<file path="src/rtl/wb_cmd_master.sv">
// Single-transfer Wishbone classic initiator driven by a valid/ready command stream.
// Each command becomes one bus cycle with bounded rty re-issue and a per-attempt timeout.
module wb_cmd_master #(
   parameter int AW        = 8,
   parameter int DW        = 8,
   parameter int TIMEOUT   = 16,
   parameter int MAX_RETRY = 3
) (
   input  logic            wb_clk,
   input  logic            wb_rst,
   input  logic            cmd_valid,
   output logic            cmd_ready,
   input  logic            cmd_we,
   input  logic [AW-1:0]   cmd_adr,
   input  logic [DW-1:0]   cmd_dat,
   output logic            rsp_valid,
   input  logic            rsp_ready,
   output logic [DW-1:0]   rsp_dat,
   output logic [1:0]      rsp_status,
   output logic            busy,
   output logic [AW-1:0]   wb_adr_o,
   output logic [DW-1:0]   wb_dat_o,
   output logic            wb_we_o,
   output logic            wb_cyc_o,
   output logic            wb_stb_o,
   output logic [DW/8-1:0] wb_sel_o,
   output logic [2:0]      wb_cti_o,
   output logic [1:0]      wb_bte_o,
   input  logic [DW-1:0]   wb_dat_i,
   input  logic            wb_ack_i,
   input  logic            wb_err_i,
   input  logic            wb_rty_i
);

   localparam logic [1:0] S_IDLE = 2'd0;
   localparam logic [1:0] S_BUS  = 2'd1;
   localparam logic [1:0] S_GAP  = 2'd2;
   localparam logic [1:0] S_RESP = 2'd3;

   localparam logic [1:0] ST_OK  = 2'b00;
   localparam logic [1:0] ST_ERR = 2'b01;
   localparam logic [1:0] ST_RTY = 2'b10;
   localparam logic [1:0] ST_TMO = 2'b11;

   localparam int TW = $clog2(TIMEOUT + 1);
   localparam int RW = $clog2(MAX_RETRY + 1) + 1;
   localparam logic [TW-1:0] TMO_LAST  = TW'(TIMEOUT - 1);
   localparam logic [RW-1:0] RETRY_MAX = RW'(MAX_RETRY);

   logic [1:0]    state_reg;
   logic          we_reg;
   logic [TW-1:0] tmo_cnt_reg;
   logic [RW-1:0] retry_cnt_reg;

   logic          term_finish;
   logic          term_gap;
   logic [1:0]    term_status;
   logic [DW-1:0] term_dat;

   assign wb_cti_o = 3'b000;
   assign wb_bte_o = 2'b00;

   // Outcome of the current BUS cycle; priority ack > err > rty > timeout.
   always_comb begin
      term_finish = 1'b0;
      term_gap    = 1'b0;
      term_status = ST_OK;
      term_dat    = '0;
      if (wb_ack_i) begin
         term_finish = 1'b1;
         term_dat    = we_reg ? '0 : wb_dat_i;
      end else if (wb_err_i) begin
         term_finish = 1'b1;
         term_status = ST_ERR;
      end else if (wb_rty_i) begin
         if (retry_cnt_reg < RETRY_MAX) begin
            term_gap = 1'b1;
         end else begin
            term_finish = 1'b1;
            term_status = ST_RTY;
         end
      end else if (tmo_cnt_reg == TMO_LAST) begin
         term_finish = 1'b1;
         term_status = ST_TMO;
      end
   end

   always_ff @(posedge wb_clk or posedge wb_rst) begin
      if (wb_rst) begin
         state_reg     <= S_IDLE;
         we_reg        <= 1'b0;
         tmo_cnt_reg   <= '0;
         retry_cnt_reg <= '0;
         cmd_ready     <= 1'b0;
         rsp_valid     <= 1'b0;
         rsp_dat       <= '0;
         rsp_status    <= ST_OK;
         busy          <= 1'b0;
         wb_adr_o      <= '0;
         wb_dat_o      <= '0;
         wb_we_o       <= 1'b0;
         wb_cyc_o      <= 1'b0;
         wb_stb_o      <= 1'b0;
         wb_sel_o      <= '0;
      end else begin
         case (state_reg)
            S_IDLE: begin
               if (cmd_valid && cmd_ready) begin
                  state_reg     <= S_BUS;
                  cmd_ready     <= 1'b0;
                  busy          <= 1'b1;
                  we_reg        <= cmd_we;
                  tmo_cnt_reg   <= '0;
                  retry_cnt_reg <= '0;
                  wb_adr_o      <= cmd_adr;
                  wb_dat_o      <= cmd_dat;
                  wb_we_o       <= cmd_we;
                  wb_cyc_o      <= 1'b1;
                  wb_stb_o      <= 1'b1;
                  wb_sel_o      <= '1;
               end else begin
                  cmd_ready <= 1'b1;
               end
            end
            S_BUS: begin
               if (term_finish || term_gap) begin
                  wb_cyc_o <= 1'b0;
                  wb_stb_o <= 1'b0;
                  wb_we_o  <= 1'b0;
                  wb_sel_o <= '0;
               end
               if (term_finish) begin
                  state_reg  <= S_RESP;
                  rsp_valid  <= 1'b1;
                  rsp_dat    <= term_dat;
                  rsp_status <= term_status;
               end else if (term_gap) begin
                  state_reg     <= S_GAP;
                  retry_cnt_reg <= retry_cnt_reg + 1'b1;
               end else begin
                  tmo_cnt_reg <= tmo_cnt_reg + 1'b1;
               end
            end
            S_GAP: begin
               // Re-issue the latched address/data/we after one idle cycle.
               state_reg   <= S_BUS;
               tmo_cnt_reg <= '0;
               wb_we_o     <= we_reg;
               wb_cyc_o    <= 1'b1;
               wb_stb_o    <= 1'b1;
               wb_sel_o    <= '1;
            end
            default: begin
               if (rsp_ready) begin
                  state_reg <= S_IDLE;
                  rsp_valid <= 1'b0;
                  cmd_ready <= 1'b1;
                  busy      <= 1'b0;
               end
            end
         endcase
      end
   end

endmodule
</file>
<file path="config.mk">
export PLATFORM = sky130hd
export DESIGN_NAME = wb_cmd_master
export DESIGN_NICKNAME = d
export VERILOG_FILES = /design/src/rtl/wb_cmd_master.sv
export SDC_FILE = /design/constraint.sdc
export NUM_CORES = 1
export LEC_CHECK = 0
export CAP_MARGIN = 20
export CORE_MARGIN = 3
export CORE_UTILIZATION = 45
export DETAILED_ROUTE_END_ITERATION = 8
export PLACE_DENSITY = 0.79
export SYNTH_ARGS = -nofsm -noshare
export SYNTH_HDL_FRONTEND = slang
export SYNTH_SLANG_ARGS = --single-unit
</file>
<file path="constraint.sdc">
create_clock -name wb_clk -period 2.66 [get_ports wb_clk]
set_input_delay 0.266 -clock wb_clk [delete_from_list [all_inputs] [get_ports wb_clk]]
set_output_delay 0.266 -clock wb_clk [all_outputs]
set_load 0.02 [all_outputs]
</file>
### Yosys cells after proc, flatten, opt, wreduce, memory -nomap -nowiden

Cells that the tools add are included.

* bits in registers: 42
* bits in latches: 0
* memory bits (writable): 0
* memory bits (read-only): 0
* input port bits: 32
* output and inout bits: 38
* logic and storage cells: 88
* memories: 0

* $add $sub $neg: 2
* multipliers: 0
* divide/modulo/power cells: 0
* order comparisons: 1
* eq/ne operators: 10
* shift-type cells: 0
* multiplexer cells: 41
* bitwise operators: 2
* reduce and logical (&&, ||, !) cells: 19

Operator list (number)
* two-way mux 2 bit: 9
* two-way mux 1 bit: 16
* two-way mux 8 bit: 2
* two-way mux 5 bit: 3
* one-hot mux 5 bit (3 select lines): 1
* inequality test 2 bit, second input constant: 6
* AND reduction 3 bit: 4
* two-way mux 3 bit: 3
* AND reduction 4 bit: 2
* one-hot mux 1 bit (2 select lines): 3
* one-hot mux 1 bit (3 select lines): 2
* one-hot mux 2 bit (3 select lines): 1
* one-hot mux 3 bit (2 select lines): 1
* AND reduction 2 bit: 3
* nonzero test 2 bit: 3
* adder 5 x 1 -> 5 bit, second input constant: 1
* == test 5 x 4 -> 1 bit, second input constant: 1
* nonzero test 4 bit: 1
* OR reduction 2 bit: 2
* adder 3 x 1 -> 3 bit, second input constant: 1
* < comparator 3 x 2 -> 1 bit, second input constant: 1
* inequality test 3 bit, second input constant: 1
* nonzero test 3 bit: 1
* == test 2 x 1 -> 1 bit, second input constant: 1
* other kinds (5): 6

### Logic depth before layout (Yosys ltp)

* word-level depth: 8
* mapped depth: 8
* depth with buffers taken out: 7

### Least setup slack after synthesis

No wires, ideal clock.

* kind: register -> register
* start point: register tmo_cnt_reg[0]
* end point: register tmo_cnt_reg[3]
* library setup time: 0.124 ns
* data arrival time: 1.866 ns
* required time: 2.536 ns
* slack: 0.670 ns
* stages on the path, launching flop included: 8
* clock period less this slack: 1.990 ns
* path through: dfrtp_1 -> ha_1 -> and3_1 -> ha_1 -> nor4_4 -> nand4_1 -> and3_1 -> a211o_1

* longest elaborated chain between the ends: 7
* elaborated cells between the ends (all ways): 11
* classes of those cells: add/sub: 1; eq/ne: 2; mux: 7; reduce/logical: 1

Ends and longest elaborated chain
* start: declaration: line 52 `logic [TW-1:0] tmo_cnt_reg;`
* start signal: assignment: line 141 `tmo_cnt_reg <= tmo_cnt_reg + 1'b1;`
* == test 5 x 4 -> 1 bit: line 82 `end else if (tmo_cnt_reg == TMO_LAST) begin`
* two-way mux 1 bit: line 82
* two-way mux 1 bit: line 75 `end else if (wb_rty_i) begin`
* two-way mux 1 bit: line 72 `end else if (wb_err_i) begin`
* two-way mux 1 bit: line 69 `if (wb_ack_i) begin`
* inequality test 2 bit (no source line)
* AND reduction 4 bit (no source line)

Parallel ways exist; a longest one is shown, timed or not. The select of a mux whose other input is x is not followed.
A chain may end at the register's enable or synchronous reset.

### Worst setup path in the final report

* start point: register tmo_cnt_reg[0]
* end point: register tmo_cnt_reg[0]

Same word-level chain as after synthesis.

==> impl_metrics.env <==
export IMPL_crit_type="flop to flop"
export IMPL_antenna_found_initial=0
export IMPL_synth_area_leader_cell="dfrtp_1"
export IMPL_hold_path_class="primary input to async pin"
export IMPL_place_gp_congestion=0.791
export IMPL_synth_yosys_seq_area_share_pct=51.1
export IMPL_tritoncts="yes"
export IMPL_relSlewSlack_pct=64.8
export IMPL_synth_distinct_cells=36
export IMPL_diodes=0
export IMPL_nFillCells=335
export IMPL_synth_edf_count=0
export IMPL_skew_ns=0.00489
export IMPL_seq_power_share_pct=33.2
export IMPL_fp_dieArea_um2=5420
export IMPL_pin_count=70
export IMPL_p_leak_nw=1.32
export IMPL_root_buffer="clkbuf_8"
export IMPL_clockBufferDepth=2
export IMPL_grt_overflow_total=0
export IMPL_period_needed_ns=2.07
export IMPL_tightest_slew_ns=0.525
export IMPL_drv_slew=0
export IMPL_clk_latency_ns=0.29
export IMPL_required_ns=2.88
export IMPL_hold_violations=0
export IMPL_grt_usage_pct=17.8
export IMPL_initial_core_util_pct=49.0
export IMPL_wirelength_um=4410
export IMPL_top_regs="rsp_dat: 8 flops, wb_adr_o: 8 flops, wb_dat_o: 8 flops"
export IMPL_r2r_cells=7
export IMPL_synth_area_per_cell_um2=11.2
export IMPL_ys_seq_elements=42
export IMPL_synth_ff_type="dfrtp_1"
export IMPL_drtAntennaViolNets=0
export IMPL_critPathArrivalTime_ns=2.29
export IMPL_cts_hold_buffers=0
export IMPL_start_kind="flop"
export IMPL_cap_violations=0
export IMPL_peakVddDrop_mv=0.608
export IMPL_p_sw_share_pct=37.1
export IMPL_setup_worst_path_start="tmo_cnt_reg[0]$_DFFE_PP0P_"
export IMPL_io_buffers=64
export IMPL_fmax_mhz=484
export IMPL_nets=290
export IMPL_fin_crit_sh_pct=77.7
export IMPL_yosys_top_cells_count="dfrtp_1 (42), mux2_2 (17), nand2_1 (14), o21ai_0 (14)"
export IMPL_setup_violations_final=0
export IMPL_htree_levels=2
export IMPL_cts_clk_slew_worst_paths_ns=0.08
export IMPL_die_h_um=73.6
export IMPL_grt_pass1_wl_um=7420
export IMPL_yosysWarnings=0
export IMPL_tns_ns=0
export IMPL_crit_path_cell_trace="ha_1 > and3_1 > ha_1 > or4_4 > nor4_1 > a21oi_1 > o21ai_1"
export IMPL_place_area_um2=2740
export IMPL_drive_gt1_share_pct=14.3
export IMPL_drt_iter0_drc=75
export IMPL_cp_max_fo=5
export IMPL_cts_sinks=42
export IMPL_internal_power_mw=2.00
export IMPL_drtPass1Iterations=4
export IMPL_crit_top_cell="ha_1"
export IMPL_switchingPower_mw=1.18
export IMPL_synth_top_area_share_pct=51.1
export IMPL_critPathMaxStageDelay_ns=0.47
export IMPL_post_cts_buffers=0
export IMPL_power_frac_comb_pct=50.8
export IMPL_r2r_start="tmo_cnt_reg[0]$_DFFE_PP0P_"
export IMPL_grt_max_degree=43
export IMPL_area_growth_pct=38.7
export IMPL_numCtsBuffers=5
export IMPL_post_drt_wl_per_cell_um=14.6
export IMPL_dp_final_hpwl_um=3210
export IMPL_post_synth_top_count_cell="dfrtp_1"
export IMPL_power_density_nw_per_um2=1120
export IMPL_syn_inst=184
export IMPL_end_kind="flop"
export IMPL_cp_slowest_cell="or4_4"
export IMPL_final_cell_area_um2=2850
export IMPL_status="completed"
export IMPL_synth_area_leaders="dfrtp_1 (51%), mux2_2 (9.3%), ha_1 (4.3%)"
export IMPL_rsz0062_at_grt="false"
export IMPL_die_w_um=73.6
export IMPL_power_frac_clock_pct=16.0
export IMPL_grt_pass1_vias=1624
export IMPL_drc=0
export IMPL_rows=23
export IMPL_vias=1585
export IMPL_async_flop_share_pct=100
export IMPL_cts_resized=0
export IMPL_synth_area_um2=2060
export IMPL_viasPerCell=5.27
export IMPL_coreArea_um2=4200
==> power by group through the flow <==
stage	Combinational (mW)	Clock [mW]	Sequential (mW)
2_1_floorplan	0.719	0	1.31
3_3_place_gp	1.61	0	1.06
3_5_place_dp	1.63	0	1.07
4_1_cts	1.64	0.532	1.06
5_1_grt	1.76	0.550	1.10
6_report	1.62	0.509	1.06
==> final timing paths <==
check	end	slack, ns
setup reg to reg	tmo_cnt_reg[0]$_DFFE_PP0P_	0.59
setup / recovery	tmo_cnt_reg[0]$_DFFE_PP0P_	0.59
hold reg to reg	rsp_dat[6]$_DFFE_PP0P_	0.48
min in group wb_clk	rsp_dat[6]$_DFFE_PP0P_	0.48
max in group asynchronous	tmo_cnt_reg[3]$_DFFE_PP0P_	1.89
hold / removal	wb_adr_o[3]$_DFFE_PP0P_	0.41
==> area by class of cell <==
| cell class | instances | area [µm²] | area share, % |
|---|---|---|---|
| clock buffers | 6 | 82.6 | 2.89 |
| clock inverters | 1 | 30.0 | 1.05 |
| inverters | 8 | 30.0 | 1.05 |
| multi-input cells | 124 | 911 | 31.9 |
| flip-flops and latches | 42 | 1050 | 36.8 |
| well taps | 50 | 62.6 | 2.19 |
| repair buffers | 70 | 686 | 24.0 |
==> per-layer routing <==
layer  share of wire (%)  up-vias  global-route usage (%)
li1                    -      781                       -
met1                  43      751                    23.3
met2                  48       45                    27.4
met3                 6.9        8                    6.29
met4                 1.5        0                    6.24
met5                   0        -                       0
==> critical path, delay by kind of cell, from the launching register on <==
kind                       cells  cell delay (ns)
and+or+nand+nor                3             0.92
adders and majority gates      2             0.47
DFF                            1             0.43
AOI/OAI and AO/OA              2             0.19
==> placed cells by master (no fill, tap or decap), types with 2 or more instances in the layout <==
cell type        count
o21ai_0             14
dfrtp_1             42
nor4_1               2
nor3b_1              2
or2_2                2
nor2_1               9
o21a_1               3
ha_1                 7
mux2_2              17
nand2_1             14
buf_4                6
a21o_1               8
a21oi_1              9
clkbuf_8             6
conb_1               5
inv_1                7
clkdlybuf4s50_1     64
and3_1               2
o21ai_1              2
o31ai_1              3
nand3_1              3
and4b_1              8
a2bb2oi_1            2
==> cell families after synthesis <==
logic type	share of synthesized area [%]
buffers and inverters	5.35
and+or+nand+nor	13.3
adders and majority gates	4.26
AOI/OAI and AO/OA	16.1
other	0.182
muxes	9.79
DFF	51.1
==> stage by stage <==
step / instances / hold slack (ns) / setup slack (ns) / power, mW / utilization (%)
floorplan: 188 / 0.417 / 0.670 / 2.03 / -
global placement: 294 / 0.458 / 0.607 / 2.67 / 65.2
detailed placement: 294 / 0.466 / 0.579 / 2.70 / 65.2
CTS: 301 / 0.424 / 0.610 / 3.23 / 67.9
global route: 301 / 0.458 / 0.434 / 3.41 / 67.9
finish: 301 / 0.406 / 0.593 / 3.19 / 67.9
Note: power is estimated with default switching activity, not from simulation.
